[config.mk]
export PLATFORM = sky130hd
export DESIGN_NAME = clk_divider_prog
export DESIGN_NICKNAME = d
export VERILOG_FILES = /design/src/rtl/clk_divider_prog.sv
export SDC_FILE = /design/constraint.sdc
export NUM_CORES = 1
export LEC_CHECK = 0
export BUFFER_PORTS_ARGS = -buffer_cell sky130_fd_sc_hd__buf_2
export CORE_AREA = 2 2 64 66
export CTS_BUF_LIST = sky130_fd_sc_hd__clkbuf_2
export DETAILED_ROUTE_END_ITERATION = 7
export DIE_AREA = 0 0 66 68
export GPL_TIMING_DRIVEN = 0
export PLACE_DENSITY = 0.79
export SLEW_MARGIN = 30
export SYNTH_ARGS = -nofsm -noshare
export SYNTH_HDL_FRONTEND = slang
export SYNTH_SLANG_ARGS = --single-unit
export TNS_END_PERCENT = 100
[constraint.sdc]
create_clock -name clk -period 4 [get_ports clk]
set_input_delay 0.4 -clock clk [delete_from_list [all_inputs] [get_ports clk]]
set_output_delay 0.4 -clock clk [all_outputs]
set_load 0.03 [all_outputs]
[src/rtl/clk_divider_prog.sv]
`default_nettype none
// ============================================================================
//  Module      : clk_divider_prog
//  Description : Runtime-programmable clock divider. Produces a registered
//                divided clock (ratio N >= 2) and a one-cycle tick strobe at
//                each divided-clock rising edge. Ratio changes and stop
//                requests only take effect at period boundaries.
//  Revision    : 1.0 - initial release
// ============================================================================
module clk_divider_prog #(
    parameter int CNT_W       = 8,
    parameter int DEFAULT_DIV = 4
) (
    input  logic             clk,
    input  logic             reset,
    input  logic             en,
    input  logic             div_load,
    input  logic [CNT_W-1:0] div_value,
    output logic             clk_out,
    output logic             tick,
    output logic [CNT_W-1:0] div_active,
    output logic             busy
);

    localparam logic [CNT_W-1:0] C_DEFAULT_DIV = CNT_W'(DEFAULT_DIV);
    localparam logic [CNT_W-1:0] C_MIN_DIV     = CNT_W'(2);
    localparam logic [CNT_W-1:0] C_ONE         = CNT_W'(1);
    localparam logic [CNT_W:0]   C_ONE_W       = (CNT_W+1)'(1);

    typedef enum logic [1:0] {
        S_IDLE  = 2'd0,
        S_RUN   = 2'd1,
        S_DRAIN = 2'd2
    } state_t;

    state_t           r_state;
    state_t           w_state_nxt;
    logic [CNT_W-1:0] r_cnt;
    logic [CNT_W-1:0] w_cnt_nxt;
    logic [CNT_W-1:0] r_div;
    logic [CNT_W-1:0] w_div_nxt;
    logic [CNT_W-1:0] r_pend;
    logic [CNT_W-1:0] w_pend_nxt;
    logic             r_pend_valid;
    logic             w_pend_valid_nxt;
    logic             r_clk_out;
    logic             w_clk_out_nxt;
    logic             r_tick;
    logic             w_tick_nxt;
    logic             r_busy;
    logic             w_busy_nxt;
    logic [CNT_W-1:0] w_load_val;
    logic             w_boundary;
    logic [CNT_W:0]   w_half_nxt;

    // Ratios 0 and 1 are meaningless for a divider; clamp them to 2.
    assign w_load_val = (div_value < C_MIN_DIV) ? C_MIN_DIV : div_value;

    // Last cycle of the current period while the divider is counting.
    assign w_boundary = (r_state != S_IDLE) && (r_cnt == (r_div - C_ONE));

    // Next-state, next-count and ratio bookkeeping; outputs are derived from
    // the next values so that the registered outputs describe the cycle they
    // appear in.
    always_comb begin
        w_state_nxt      = r_state;
        w_cnt_nxt        = r_cnt;
        w_div_nxt        = r_div;
        w_pend_nxt       = r_pend;
        w_pend_valid_nxt = r_pend_valid;
        w_half_nxt       = '0;
        w_clk_out_nxt    = 1'b0;
        w_tick_nxt       = 1'b0;
        w_busy_nxt       = 1'b0;

        case (r_state)
            S_IDLE: begin
                w_cnt_nxt = '0;
                if (div_load) begin
                    w_div_nxt = w_load_val;
                end
                if (en) begin
                    w_state_nxt = S_RUN;
                end
            end
            S_RUN, S_DRAIN: begin
                if (w_boundary) begin
                    // A load in the boundary cycle beats any older pending one.
                    w_cnt_nxt        = '0;
                    w_pend_valid_nxt = 1'b0;
                    if (div_load) begin
                        w_div_nxt = w_load_val;
                    end else if (r_pend_valid) begin
                        w_div_nxt = r_pend;
                    end
                    w_state_nxt = en ? S_RUN : S_IDLE;
                end else begin
                    w_cnt_nxt = r_cnt + C_ONE;
                    if (div_load) begin
                        w_pend_nxt       = w_load_val;
                        w_pend_valid_nxt = 1'b1;
                    end
                    w_state_nxt = en ? S_RUN : S_DRAIN;
                end
            end
            default: begin
                w_state_nxt = S_IDLE;
                w_cnt_nxt   = '0;
            end
        endcase

        // High phase length is ceil(N/2); one extra bit avoids overflow at max N.
        w_half_nxt    = ({1'b0, w_div_nxt} + C_ONE_W) >> 1;
        w_busy_nxt    = (w_state_nxt != S_IDLE);
        w_clk_out_nxt = w_busy_nxt && ({1'b0, w_cnt_nxt} < w_half_nxt);
        w_tick_nxt    = w_busy_nxt && (w_cnt_nxt == '0);
    end

    // State, counter, ratio and output registers with asynchronous reset.
    always_ff @(posedge clk or posedge reset) begin
        if (reset) begin
            r_state      <= S_IDLE;
            r_cnt        <= '0;
            r_div        <= C_DEFAULT_DIV;
            r_pend       <= '0;
            r_pend_valid <= 1'b0;
            r_clk_out    <= 1'b0;
            r_tick       <= 1'b0;
            r_busy       <= 1'b0;
        end else begin
            r_state      <= w_state_nxt;
            r_cnt        <= w_cnt_nxt;
            r_div        <= w_div_nxt;
            r_pend       <= w_pend_nxt;
            r_pend_valid <= w_pend_valid_nxt;
            r_clk_out    <= w_clk_out_nxt;
            r_tick       <= w_tick_nxt;
            r_busy       <= w_busy_nxt;
        end
    end

    assign clk_out    = r_clk_out;
    assign tick       = r_tick;
    assign div_active = r_div;
    assign busy       = r_busy;

endmodule
`default_nettype wire

# After elaboration in Yosys (flattened, before gate mapping)
# Cells that the tools add are included.
[totals]
regBits = 30
input_bits = 12
output_inout_bits = 11
word_cells = 43
[op_classes]
n_addsub = 3
order_cmp = 2
eq_ne = 3
n_mux = 15
bitwise = 1
n_reduce_logical = 11
[op_table]
columns = ["operator", "count"]
rows = [
  ["8-bit 2-to-1 mux", 7],
  ["8-bit one-hot mux with 2 select lines", 1],
  ["8-bit by 1-bit adder with 9-bit output, second input constant", 1],
  ["8-bit by 1-bit adder with 8-bit output, second input constant", 1],
  ["8-bit equality test", 1],
  ["8-bit logical NOT", 1],
  ["8-bit by 2-bit less-than comparator with 1-bit output, second input constant", 1],
  ["8-bit less-than comparator", 1],
  ["8-bit by 1-bit subtractor with 8-bit output, second input constant", 1],
  ["2-bit 2-to-1 mux", 3],
  ["2-bit nonzero test", 3],
  ["2-bit one-hot mux with 2 select lines", 1],
  ["1-bit logical AND", 3],
  ["1-bit 2-to-1 mux", 3],
  ["3-bit AND reduction", 1],
  ["2-bit by 1-bit equality test with 1-bit output, second input constant", 1],
  ["2-bit equality test, second input constant", 1],
  ["2-bit logical NOT", 1],
  ["2-bit AND reduction", 1],
  ["2-bit OR reduction", 1],
  ["1-bit inverter", 1],
]

# Depth between registers and ports, before layout
# Gate-level depths: netlist (run 1).
[logic_depth]
depth_word = 8
ltp_mapped = 17
ltp_nobuf = 16

# Least setup slack after synthesis (run 1)
# Ideal clock, no wire load.
[synth_timing]
kind = "register to register"
start = "reg r_div[0], in the netlist div_active[0]"
end = "reg r_clk_out, in the netlist clk_out"
setup_time_ps = 88
t_arrival_ps = 3591
required_ps = 3912
path_slack_ps = 321
path_stages_with_launch = 17
n_path_buf = 1
synth_period_minus_slack_ps = 3679
path_cell_list = "dfrtp_1 -> buf_2 -> inv_1 -> ha_1 -> xnor2_1 -> nor3_1 -> o211ai_1 -> a211oi_4 -> nand2_4 -> o31ai_4 -> nand4_2 -> nor3_2 -> xnor2_1 -> ha_1 -> a21o_1 -> a211o_1 -> a41oi_1"
[synth_between]
elab_chain_len = 8
word_cells_on_any_way = 16
classes_between = "2 x add/sub; 1 x order compare; 1 x eq/ne; 9 x mux; 3 x reduce/logical"
[synth_rtl]
columns = ["element", "line_no", "rtl"]
rows = [
  ["start, declared", "40", "logic [CNT_W-1:0] r_div;"],
  ["start signal, assigned", "133", "r_div <= w_div_nxt;"],
  ["8-bit by 1-bit subtractor with 8-bit output", "60", "assign w_boundary = (r_state != S_IDLE) && (r_cnt == (r_div - C_ONE));"],
  ["8-bit equality test", "60", ""],
  ["1-bit logical AND", "60", ""],
  ["8-bit 2-to-1 mux", "87", "if (w_boundary) begin"],
  ["8-bit one-hot mux with 2 select lines", "76", "case (r_state)"],
  ["named net w_div_nxt[2]", "41", "logic [CNT_W-1:0] w_div_nxt;"],
  ["8-bit by 1-bit adder with 9-bit output", "113", "w_half_nxt = ({1'b0, w_div_nxt} + C_ONE_W) >> 1;"],
  ["8-bit less-than comparator", "115", "w_clk_out_nxt = w_busy_nxt && ({1'b0, w_cnt_nxt} < w_half_nxt);"],
  ["1-bit logical AND", "115", ""],
  ["named net w_clk_out_nxt", "47", "logic w_clk_out_nxt;"],
  ["end signal, assigned", "136", "r_clk_out <= w_clk_out_nxt;"],
  ["end, declared", "46", "logic r_clk_out;"],
]
# The timed path passes the listed nets, and every way through them passes these cells.
# A chain may end at the register's enable or synchronous reset.

# Worst setup path in the final report (run 1)
# Ends and elaborated chain as after synthesis.

==> impl_metrics.toml, run 1 <==
[run_status]
status = "completed"

[global_routing]
grt_overflow = 0
grt_max_degree = 31
grt_pass1_wl_um = 8480
antenna_found_initial = 0
grt_pass1_vias = 1752
grt.total_usage_pct = 25.4

[cells_and_area]
finalNetCount = 309
final_layout_size_suffix_gt1_share_pct = 24.5
syn_to_final_growth_pct = 16.3
fill_cells = 344
antennaDiodeCount = 0

[sta]
min_period_ns = 3.84
max_freq_ghz = 0.260
timing.final.ws_setup_ns = 0.157
hold_violations = 0
setup_violations = 0
worst_pin_slew_ns = 0.687
fin_hold_ws_ns = 0.0932
finalMaxSlewViolations = 0
slew_headroom_pct = 54.2
timing.final.crit_share_pct = 96.1
finClkSkew_ns = 0.0115

[routing]
drt_iter0_markers = 173
avgRoutedWirePerCell_um = 16.0
vias_per_cell = 5.92
ant_nets = 0
drt_wl_total_um = 5380
drt_pre_antenna_iters = 4
vias = 1989
drc_errors = 0

[cts]
cts.clk_slew.worst_paths_ns = 0.16
htreeDepth = 2
postCtsHoldBufs = 0
root_buffer = "clkbuf_2"
cts_tree = "done"
clock-sinks = 30
cts_buffers = 5
cts.path.max_buffers = 2
clk_latency_ns = 0.37

[setup_path]
path_cells = "buf_2 > inv_2 > ha_2 > xnor2_1 > nor3_1 > o211ai_1 > a211oi_4 > buf_4 > a311oi_1 > o22ai_2 > ha_1 > inv_1 > nor2_2 > xnor2_1 > ha_1 > a21o_1 > a211o_1 > a41oi_1"
path_class = "reg2reg"
crit_required_ns = 4.30
cp_slowest_cell = "dfrtp_1"
worstSetupStartpointType = "flip-flop"
max_stage_delay_ns = 0.41
end_kind = "flip-flop"
arrival_ns = 4.14
crit_fanout = 7

[pwr]
p_leak_nw = 1.15
max-vdd-ir-drop_v = 0.000611
p_per_area_nw_per_um2 = 831
power_w = 0.00214

[min_path]
hp-class = "in2async"

[yosys]
ys_seq_area_share_pct = 33.9
synth_cell_types = 50
netlist_area_um2 = 2220
syn_area_per_cell_um2 = 8.83
syn-num-nets = 275
synth_edf_count = 0
ys_async_sr_fraction_pct = 100
synth_ff_type = "dfrtp_1"
ys_seq_elements = 30
yosysWarnings = 0
syn_inst = 251

[place]
port_buffers = 22
gp_congestion = 0.885
dp_worst_setup_slack_ns = 0.0244
dp_hpwl_um = 3780

[die]
die_w_um = 66
start_util_pct = 57.5
fp.coreArea_um2 = 3860
ios = 23
dieArea_um2 = 4490
die_h_um = 68
rows = 23

[run]
maxCapViolations = 0
## synth_stat cells, types with 2 or more instances
cell	instances	share of area [%]
a211o_1	2	0.79
a21oi_1	12	2.7
o31ai_4	2	1.9
and3_1	3	0.85
nand2_1	20	3.4
o211ai_1	3	1.0
nand2b_1	5	1.4
dfrtp_1	29	33
ha_1	12	6.8
a22oi_1	3	1.0
nor4_1	2	0.56
nor3_2	2	0.90
buf_2	5	1.1
a31oi_1	5	1.4
xnor2_1	13	5.1
mux2_2	6	3.0
nor2_1	28	4.7
mux2i_1	6	2.7
clkbuf_1	7	1.2
xor2_1	8	3.2
a41oi_1	2	0.79
inv_1	14	2.4
nand4_1	2	0.56
o21ai_0	15	3.4
nand3_1	9	2.0
nor2b_1	5	1.4
o22ai_1	3	0.85
nor3_1	6	1.4
## state kept, by name, indices dropped and copies added (netlist names)
signal        count
r_state           2
div_active        8
busy              1
tick              1
r_pend_valid      1
r_pend            8
r_cnt             8
clk_out           1
## worst paths after layout
| check | start | endpoint | slack (ns) | cells past startpoint |
|---|---|---|---|---|
| min | reset | r_cnt[5]$_DFF_PP0_ | 0.09 | 2 |
| min reg2reg | r_pend[0]$_DFFE_PP0P_ | r_pend[0]$_DFFE_PP0P_ | 0.52 | 2 |
| max reg2reg | div_active[0]$_DFF_PP0_ | clk_out$_DFF_PP0_ | 0.16 | 18 |
| min in group clk | en | r_state[1]$_DFF_PP0_ | 0.19 | 2 |
| max | div_active[0]$_DFF_PP0_ | clk_out$_DFF_PP0_ | 0.16 | 18 |
| max in group asynchronous | reset | r_state[0]$_DFF_PP0_ | 3.47 | 2 |
## cells by family (layout without fill, tap and decap cells)
group | Yosys count | count (layout) | share of synthesized area (%)
flip-flops | 30 | 30 | 33.9
adder cells (fa/ha/maj) | 12 | 12 | 6.77
XOR/XNOR | 21 | 21 | 8.30
AND/OR/NAND/NOR | 87 | 87 | 20.0
multiplexers | 12 | 12 | 5.76
buffers and inverters | 27 | 62 | 5.19
AO/OA/AOI/OAI | 62 | 62 | 20.1
## report_power, final
group	internal (W)	switching, W
Combinational	0.000571	0.000898
Sequential	0.000424	0.0000994
Clock	0.0000429	0.000109
Total	0.00104	0.00111
## routing by layer
metal,global-route usage [%],vias up,wire length [um]
met5,0,-,0
met1,36.3,967,2530
met4,8.16,0,62
met3,5.10,5,213
li1,-,965,-
met2,38.8,52,2570
## layout by cell type (no fill, tap or decap), types with 4 or more instances in the layout
cell	Yosys	routed
nand2b_1	5	5
nand2_1	20	19
buf_2	5	27
o21ai_0	15	15
nor2_1	28	28
inv_1	14	12
xnor2_1	13	13
clkbuf_1	7	7
clkbuf_2	0	6
mux2i_1	6	6
a31oi_1	5	5
mux2_2	6	6
nor2b_1	5	5
ha_1	12	11
xor2_1	8	8
buf_4	0	4
nor3_1	6	6
a21oi_1	12	12
dfrtp_1	29	29
nand3_1	9	9
## what timing repair did
item / in CTS / in global routing
hold endpoints to repair: 0 / 0
pin swaps: 0 / 9
endpoints found under the setup margin: 1 / 1
buffers inserted: 0 / 5
gates resized for setup: 2 / 14
cloned: 0 / 0
## layout make-up
| type | count | area [um2] | share of cell area [%] |
|---|---|---|---|
| Buffer | 13 | 62.6 | 2.43 |
| Tap cell | 50 | 62.6 | 2.43 |
| Multi-Input combinational cell | 194 | 1450 | 56.2 |
| Timing Repair Buffer | 27 | 160 | 6.21 |
| Clock inverter | 2 | 8.76 | 0.340 |
| Clock buffer | 6 | 30.0 | 1.16 |
| Inverter | 14 | 52.6 | 2.04 |
| Sequential cell | 30 | 752 | 29.2 |
## worst max-delay path: cells and delay by family, from the launching register on
kind            cells  cell delay (ns)
buf+inv             4             0.55
compound gates      7             1.53
simple gates        2             0.30
flops               1             0.41
xor+xnor            2             0.22
fa+ha+maj           3             0.75
## per-stage QoR
step	util, %	area, um2	cells	TNS, ns
5_1_grt	66.9	2580	336	-0.0685
3_5_place_dp	62.0	2390	323	0
4_1_cts	63.2	2440	331	0
3_3_place_gp	62.0	2390	323	0
2_1_floorplan	-	2220	251	0
6_report	66.9	2580	336	0
Power figures use the tool's default switching activity.
==> run 2, diff against run 1 <==
--- a/config.mk
+++ b/config.mk
@@ -6,12 +6,12 @@
 export NUM_CORES = 1
 export LEC_CHECK = 0
 export BUFFER_PORTS_ARGS = -buffer_cell sky130_fd_sc_hd__buf_2
-export CORE_AREA = 2 2 64 66
+export CORE_AREA = 2 2 54 94
 export CTS_BUF_LIST = sky130_fd_sc_hd__clkbuf_2
 export DETAILED_ROUTE_END_ITERATION = 7
-export DIE_AREA = 0 0 66 68
+export DIE_AREA = 0 0 56 96
 export GPL_TIMING_DRIVEN = 0
-export PLACE_DENSITY = 0.79
+export PLACE_DENSITY = 0.67
 export SLEW_MARGIN = 30
 export SYNTH_ARGS = -nofsm -noshare
 export SYNTH_HDL_FRONTEND = slang
==> impl_metrics.toml, run 2 (same netlist as run 1, synthesis figures left out) <==
[sta]
setup_violations = 0
timing.final.crit_share_pct = 94.4
finClkSkew_ns = 0.0145
worst_pin_slew_ns = 0.727
slew_headroom_pct = 51.5
hold_violations = 0
max_freq_ghz = 0.265
fin_tns_setup_ns = 0
finalMaxSlewViolations = 0
min_period_ns = 3.78
timing.final.ws_setup_ns = 0.224

[setup_path]
arrival_ns = 4.05
worstSetupStartpointType = "flip-flop"
end_kind = "flip-flop"
path_class = "reg2reg"
crit_required_ns = 4.27
crit_fanout = 7

[cells_and_area]
finalNetCount = 311
post-route-util_pct = 54.9
mostFrequentLayoutCells = "dfrtp_1 (29), nor2_1 (28), buf_2 (27)"
antennaDiodeCount = 0
syn_to_final_growth_pct = 14.4
final_common_cell = "dfrtp_1"
register_area_um2 = 752
multi_input_area_um2 = 1410
final_layout_size_suffix_gt1_share_pct = 24.0
fill_cells = 438

[cts]
htreeDepth = 2
root_buffer = "clkbuf_2"
clock-sinks = 30
clk_latency_ns = 0.36
postCtsHoldBufs = 0
cts_buffers = 5
cts.path.max_buffers = 2
cts.clk_slew.worst_paths_ns = 0.17
cts_tree = "done"

[place]
dp_worst_setup_slack_ns = -0.0739
dp_hpwl_um = 4240
port_buffers = 22
gp_congestion = 0.867

[routing]
drt_wl_total_um = 5650
ant_nets = 0
drt_iter0_markers = 67
vias = 1976
drt_pre_antenna_iters = 4
vias_per_cell = 5.81
drc_errors = 0
avgRoutedWirePerCell_um = 16.6

[die]
die_w_um = 56
ios = 23
die_h_um = 96
start_util_pct = 47.9
rows = 33
fp.coreArea_um2 = 4620
dieArea_um2 = 5380

[global_routing]
grt_pass1_vias = 1932
grt_overflow = 0
use_met1_pct = 23.1
use_met3_pct = 2.82
grt.total_usage_pct = 21.8
busiest_layer = "met2"
antenna_found_initial = 0
grt_pass1_wl_um = 9050
met2_usage_pct = 40.9
grt_max_degree = 31

[run_status]
status = "completed"

[pwr]
max-vdd-ir-drop_v = 0.000421
power_w = 0.00207
p_leak_nw = 1.14
p_per_area_nw_per_um2 = 816

[run]
maxCapViolations = 0

[min_path]
hp-class = "in2async"
## run 2: changes by cell type in the layout (fill, tap and decap cells not counted), sizes merged
cell    change
buf         +2
clkbuf      -1
clkinv      +1
## run 2: area by class of cell
class,instances,share of cell area [%]
Multi-Input combinational cell,194,55.4
Sequential cell,30,29.6
Timing Repair Buffer,29,6.41
Tap cell,52,2.56
Buffer,13,2.47
Inverter,14,2.07
Clock buffer,5,0.986
Clock inverter,3,0.444
## run 2: timing repair
item	4_1_cts	5_1_grt
buffers inserted	0	7
pin swaps	1	10
gates resized for setup	5	7
endpoints found under the setup margin	1	1
## run 2: worst paths after layout
check	startpoint	end	slack, ns	cells after the start
worst max-delay path	div_active[0]$_DFF_PP0_	clk_out$_DFF_PP0_	0.22	17
worst min-delay path	reset	r_pend[6]$_DFFE_PP0P_	0.11	2
worst max register to register	div_active[0]$_DFF_PP0_	clk_out$_DFF_PP0_	0.22	17
worst min register to register	r_pend[1]$_DFFE_PP0P_	r_pend[1]$_DFFE_PP0P_	0.51	2
max in group asynchronous	reset	r_cnt[0]$_DFF_PP0_	3.46	2
min in group clk	en	r_state[1]$_DFF_PP0_	0.23	2
## run 2: worst max-delay path, stage by stage, from the launching register on
cell	delay (ns)
dfrtp_1	0.41
buf_2	0.17
inv_2	0.10
ha_2	0.28
xnor2_1	0.12
nor3_1	0.14
o211ai_1	0.21
a211oi_4	0.26
buf_4	0.18
nand2_4	0.09
o31ai_4	0.30
nand4_2	0.22
nor3_2	0.17
xnor2_1	0.14
ha_1	0.26
a21o_1	0.18
a211o_1	0.28
a41oi_1	0.17
## run 2: through the flow
step                hold slack, ns  area [um2]  instances
finish                       0.107        2540        340
global route                 0.139        2540        340
CTS                          0.117        2450        333
detailed placement           0.470        2390        325
global placement             0.464        2390        325
floorplan                    0.450        2220        251
## run 2: per-layer routing
| layer | vias to the layer above | share of wire (%) |
|---|---|---|
| met3 | 22 | 2.7 |
| met2 | 52 | 53 |
| met5 | - | 0 |
| li1 | 956 | - |
| met4 | 0 | 5.0 |
| met1 | 946 | 40 |
## run 2: power breakdown
part / internal [W] / switching, W / leakage [nW]
clock network: 0.0000374 / 0.000111 / 0.0255
logic: 0.000529 / 0.000876 / 0.743
registers: 0.000424 / 0.0000930 / 0.373
total: 0.000990 / 0.00108 / 1.14
